==> config.mk <==
export PLATFORM = sky130hd
export DESIGN_NAME = atd_rx_controller
export DESIGN_NICKNAME = d
export VERILOG_FILES = /design/src/rtl/atd_pkg.sv /design/src/rtl/atd_timeout_timer.sv /design/src/rtl/atd_rx_controller.sv
export SDC_FILE = /design/constraint.sdc
export NUM_CORES = 1
export LEC_CHECK = 0
export BUFFER_PORTS_ARGS = -buffer_cell sky130_fd_sc_hd__buf_2
export CORE_MARGIN = 1
export CORE_UTILIZATION = 40
export DETAILED_ROUTE_END_ITERATION = 8
export SYNTH_ARGS = -nofsm -noshare
export SYNTH_HDL_FRONTEND = slang
export SYNTH_SLANG_ARGS = --single-unit
export TNS_END_PERCENT = 50
==> constraint.sdc <==
create_clock -name clk -period 1.5 [get_ports clk]
set_input_delay 0 -clock clk [delete_from_list [all_inputs] [get_ports clk]]
set_output_delay 0 -clock clk [all_outputs]
set_load 0.05 [all_outputs]
==> src/rtl/atd_pkg.sv <==
// Shared types and default constants for the ATD receive controller.
package atd_pkg;
  typedef enum logic [1:0] {
    IDLE   = 2'd0,
    SELECT = 2'd1,
    SHIFT  = 2'd2,
    DONE   = 2'd3
  } atd_state_t;

  localparam int ATD_WORD_BITS      = 12;
  localparam int ATD_TIMEOUT_CYCLES = 1023;
endpackage

==> src/rtl/atd_timeout_timer.sv <==
// Saturating clear/enable counter; terminal is high at count TIMEOUT_CYCLES-1.
module atd_timeout_timer
  import atd_pkg::*;
#(
  parameter int TIMEOUT_CYCLES = ATD_TIMEOUT_CYCLES
) (
  input  logic clk,
  input  logic rst,
  input  logic clear,
  input  logic enable,
  output logic terminal
);
  localparam int CW = $clog2(TIMEOUT_CYCLES);
  localparam logic [CW-1:0] LAST = CW'(TIMEOUT_CYCLES - 1);

  logic [CW-1:0] count;

  // Holds at the terminal value instead of wrapping.
  always_ff @(posedge clk or posedge rst) begin
    if (rst) begin
      count <= '0;
    end else if (clear) begin
      count <= '0;
    end else if (enable && (count != LAST)) begin
      count <= count + 1'b1;
    end
  end

  assign terminal = (count == LAST);
endmodule

==> src/rtl/atd_rx_controller.sv <==
// Sequences one serial ATD capture: chip select, MSB-first bit assembly,
// valid/ready output register and stalled-clock abort.
module atd_rx_controller
  import atd_pkg::*;
#(
  parameter int WORD_BITS      = ATD_WORD_BITS,
  parameter int TIMEOUT_CYCLES = ATD_TIMEOUT_CYCLES
) (
  input  logic                 clk,
  input  logic                 rst,
  input  logic                 start,
  input  logic                 ATD_shift_enable,
  input  logic                 ATD_data,
  output logic                 ATD_cs_n,
  output logic                 busy,
  output logic [WORD_BITS-1:0] sample_data,
  output logic                 sample_valid,
  input  logic                 sample_ready,
  output logic                 timeout_err,
  output logic                 overrun
);
  localparam int BW = $clog2(WORD_BITS);
  localparam logic [BW-1:0] LAST_BIT = BW'(WORD_BITS - 1);

  atd_state_t           state;
  atd_state_t           state_next;
  logic [BW-1:0]        bit_count;
  logic [WORD_BITS-1:0] shift_reg;
  logic [WORD_BITS-1:0] word_next;
  logic                 accept_start;
  logic                 strobe;
  logic                 complete;
  logic                 abort;
  logic                 tmr_terminal;

  assign word_next = {shift_reg[WORD_BITS-2:0], ATD_data};

  always_comb begin
    state_next   = state;
    accept_start = 1'b0;
    strobe       = 1'b0;
    complete     = 1'b0;
    abort        = 1'b0;
    case (state)
      IDLE: begin
        if (start) begin
          accept_start = 1'b1;
          state_next   = SELECT;
        end
      end
      SELECT: state_next = SHIFT;
      SHIFT: begin
        strobe = ATD_shift_enable;
        if (strobe && (bit_count == LAST_BIT)) begin
          complete   = 1'b1;
          state_next = DONE;
        end else if (!strobe && tmr_terminal) begin
          abort      = 1'b1;
          state_next = IDLE;
        end
      end
      DONE:    state_next = IDLE;
      default: state_next = IDLE;
    endcase
  end

  atd_timeout_timer #(.TIMEOUT_CYCLES(TIMEOUT_CYCLES)) u_timer (
    .clk     (clk),
    .rst     (rst),
    .clear   ((state == SELECT) || strobe),
    .enable  ((state == SHIFT) && !ATD_shift_enable),
    .terminal(tmr_terminal)
  );

  always_ff @(posedge clk or posedge rst) begin
    if (rst) begin
      state <= IDLE;
    end else begin
      state <= state_next;
    end
  end

  // Completion takes priority over a same-edge accept so the new word stays valid.
  always_ff @(posedge clk or posedge rst) begin
    if (rst) begin
      bit_count    <= '0;
      shift_reg    <= '0;
      sample_data  <= '0;
      sample_valid <= 1'b0;
      timeout_err  <= 1'b0;
      overrun      <= 1'b0;
    end else begin
      if (accept_start) begin
        shift_reg   <= '0;
        timeout_err <= 1'b0;
        overrun     <= 1'b0;
      end else if (abort) begin
        timeout_err <= 1'b1;
      end else if (strobe) begin
        shift_reg <= word_next;
      end

      if (state == SELECT) begin
        bit_count <= '0;
      end else if (strobe && !complete) begin
        bit_count <= bit_count + 1'b1;
      end

      if (complete) begin
        sample_data  <= word_next;
        sample_valid <= 1'b1;
        if (sample_valid && !sample_ready) begin
          overrun <= 1'b1;
        end
      end else if (sample_valid && sample_ready) begin
        sample_valid <= 1'b0;
      end
    end
  end

  assign ATD_cs_n = (state == IDLE);
  assign busy     = (state != IDLE);
endmodule

==> qor.csv <==
stage,metric,value,unit
timing,Final Hold Viols,0,
finish,area taken by multi-input logic gates,790.8,um2
setup_path,CP Cell Sequence,or3b_4 -> nor4_4 -> and4b_1 -> nor3_2,
power_and_ir_drop,Clock power frac,0.291,
finish,Layout Nets,250,
finish,FF+latch area,1051,um2
place,placed cell areas,2240,um2
timing,setup ws final,15.40,ps
grt,Tot GR Track Use,0.1796,
setup_path,slowest CP cell,or3b_4,
place,Placed Cells,279,
timing,Final Critical Period,1485,ps
grt,GRT Residual Overflow,0,
yosys,Mean Syn Cell Area,10.10,um2
yosys,number of flops mapped to enable cells by yosys,0,
yosys,most common flop cell mapped by yosys,dfrtp_1,
setup_path,reg2reg path depth,4,
finish,max reg flops,12,
timing,Setup Skew,7.387,ps
power_and_ir_drop,combinational share of power,0.326,
place,DP Worst Slack,-60.56,ps
power_and_ir_drop,Power Internal,2.552,mW
power_and_ir_drop,Lkg Pwr,1.246,nW
timing,"Period Utilization, post-route",0.9897,
setup_path,CP max stage delay,420,ps
setup_path,Worst Path Buf+Inv,0,
cts,Num CTS Buffers,5,
setup_path,crit-path max FO,4,
setup_path,element type at the critical path end,flop,
routing,Total Wirelength,4.098,mm
power_and_ir_drop,switching pwr,1.229,mW
power_and_ir_drop,sequential power share,0.384,
setup_path,worst r2r dst,u_timer.count[9],
power_and_ir_drop,power per cell area,1517,nW/um2
cts,Worst-path clk slew,80,ps
yosys,"Seq/Total Area, Yosys",0.5596,
routing,via count,1560,
routing,1st-iter DRT viols,56,
grt,number of global-route vias before repair,1510,
timing,Finish-stage setup viols,0,
power_and_ir_drop,switching share of power,0.3250,
die,Die W,70.52,um
timing,Worst Tran Pin Value,523.9,ps
finish,Finished Layout Cells,294,
routing,Via density,5.306,
setup_path,Required @ worst endpoint,1690,ps
hold_path,Worst Hold Path Cells,4,
power_and_ir_drop,VDD IR max,666.9,uV
cts,Root Buffer,clkbuf_8,
routing,drc violations,4,
yosys,Post-Synthesis Cells,186,
flow_run,MaxCap Viol Count,0,
setup_path,R2R Setup Slk,20,ps
timing,RSZ-0062 raised after global routing,yes,
timing,"Slew Viols, Final",0,
setup_path,crit path DAT,1680,ps
yosys,Mapped Area,1878,um2
hold_path,Worst Min Path Start,start,
yosys,post-synth net total,195,
die,Site Rows,24,
cts,Worst-Skew Late Latency,300,ps
yosys,Synth cell types,37,
grt,global-route wire length before repair,6.796,mm
hold_path,WHS Endpoint,state[0],
die,Die H,70.52,um
die,initial cell density of the core,0.4226,
cts,maximum clock path buffer count,2,
yosys,cell taking the most area after synthesis,dfrtp_1,
finish,fill count,415,
place,gp weighted congestion,0.8081,
place,hpwl dp,2.717,mm
yosys,top post-synthesis cells by area,"dfrtp_1, o21ai_0, nand3_1",
finish,share of cells above drive strength 1,0.3099,
finish,area grow syn2layout,32.71,%
timing,Relative slew margins,0.6507,
yosys,"Async S/R FF share, synth",1.000,
cts,CTS Sinks,42,
die,I/O pin count,23,
routing,TritonRoute pass-1 iters,6,
timing,WHS,119.2,ps
timing,Max Fclk,673.6,MHz
die,Core Region,4444,um2
finish,final instance area,2492,um2
grt,initial antenna violation count,0,
routing,WL/cell,13.94,um
setup_path,kind of critical path,reg2reg,
yosys,top cell type's share of synthesized area,0.5596,
routing,"antenna viol nets, final",0,
setup_path,Startpoint Class,flop,
place,PortBufs,22,
setup_path,crit-path leading delay family,simple AND/OR/NAND/NOR gates,
run_status,status,"finished, violations left",
cts,CTS tree,yes,
setup_path,Reg2Reg Launch Point,state[0],
cts,H-tree depth,2,
yosys,yosys synthesis warning count,0,
grt,largest net degree at the start of global routing,43,
run_status,violated checks,DRC,
finish,n_diodes,0,
hold_path,HP Class,in2reg,
yosys,post-synthesis register bit count,42,
die,die footprint,4973,um2
## placed cells by master, fill, tap and decap left out, types with 2 or more instances in the layout
cell,n
nor2b_1,3
inv_1,16
nand3_1,18
clkbuf_8,6
nand2b_1,2
dlygate4sd3_1,3
buf_4,26
nand2_1,19
a21oi_1,3
nor2_1,7
nor3_2,2
xor2_1,2
a32o_1,2
ha_2,2
dfrtp_1,42
o21ai_0,27
o31ai_1,2
bufinv_16,2
a21oi_2,3
buf_2,23
nand4_1,4
buf_6,2
mux2i_1,3
## area by class of cell
cell class                 instances  area share
sequential                        42      0.4217
clock inverter                     2     0.02410
multi-input combinational        121      0.3173
timing repair buffer              55      0.1536
inverter                          16     0.02410
tap                               52     0.02610
clock buffer                       6     0.03313
## power groups by stage
stage                     sequential, mW  clock (mW)  combinational (mW)
final                               1.45        1.10                1.23
after floorplan                     1.47           0               0.667
after global placement              1.46           0                1.08
after global routing                1.48        1.16                1.36
after detailed placement            1.48           0                1.11
after CTS                           1.46        1.12                1.13
## metrics by stage
stage,util,setup TNS [ps],power (mW)
floorplan,-,-224.4,2.140
global placement,0.5039,-34.89,2.544
detailed placement,0.5039,-101.2,2.587
CTS,0.5453,-4.299,3.710
global route,0.5608,-244.8,3.997
finish,0.5608,0,3.781
## metal layers
metal	vias to the layer above	wire, um	track usage	part of all wire
met5	-	0	0	0
met4	0	72	0.08163	0.018
met3	6	125	0.04906	0.031
met2	26	2028	0.2977	0.49
met1	765	1871	0.2190	0.46
li1	763	-	-	-
## cell usage after synthesis, drive strengths merged, types with 2 or more instances
library cell and number:
ha 3, mux2i 3, clkbuf 5, nor2b 3, nand3 19, nand4 4, o31ai 2, o21ai 27
nor3 4, xor2 2, dfrtp 42, nand2b 2, a21oi 6, a32o 2, inv 16, nand2 19
nor2 8, buf 2
## tightest hold or removal path, cell delays in order
cell and delay, ps:
buf_2 90, nand2_1 80, buf_12 160, nand2_1 60
## what timing repair did
action,4_1_cts,5_1_grt
endpoints found under the hold margin,46,0
pin swaps,2,3
hold buffers,3,0
cloned,0,1
resized for setup,2,11
setup endpoints to repair,6,30
buffers inserted,0,3
## how the worst max path moves through the flow
stage / to / cells after the start / from / slack, ps
final: u_timer.count[9] / 4 / state[0] / 20
after global routing: u_timer.count[8] / 5 / state[0] / -70
after CTS: u_timer.count[8] / 5 / state[0] / -4
after detailed placement: u_timer.count[9] / 4 / state[0] / -60
after global placement: u_timer.count[9] / 4 / state[0] / -30
after floorplan: u_timer.count[9] / 5 / state[0] / -130
## kinds of logic (layout without fill, tap and decap cells)
logic type,count (synthesis),after routing,share of synthesized area
flops,42,42,0.5596
buf+inv,23,79,0.04730
simple gates,65,65,0.1912
compound gates,47,47,0.1506
xor+xnor,2,2,0.009329
mux,4,4,0.02199
fa+ha+maj,3,3,0.01999
Note: power is estimated with default switching activity, not from simulation.
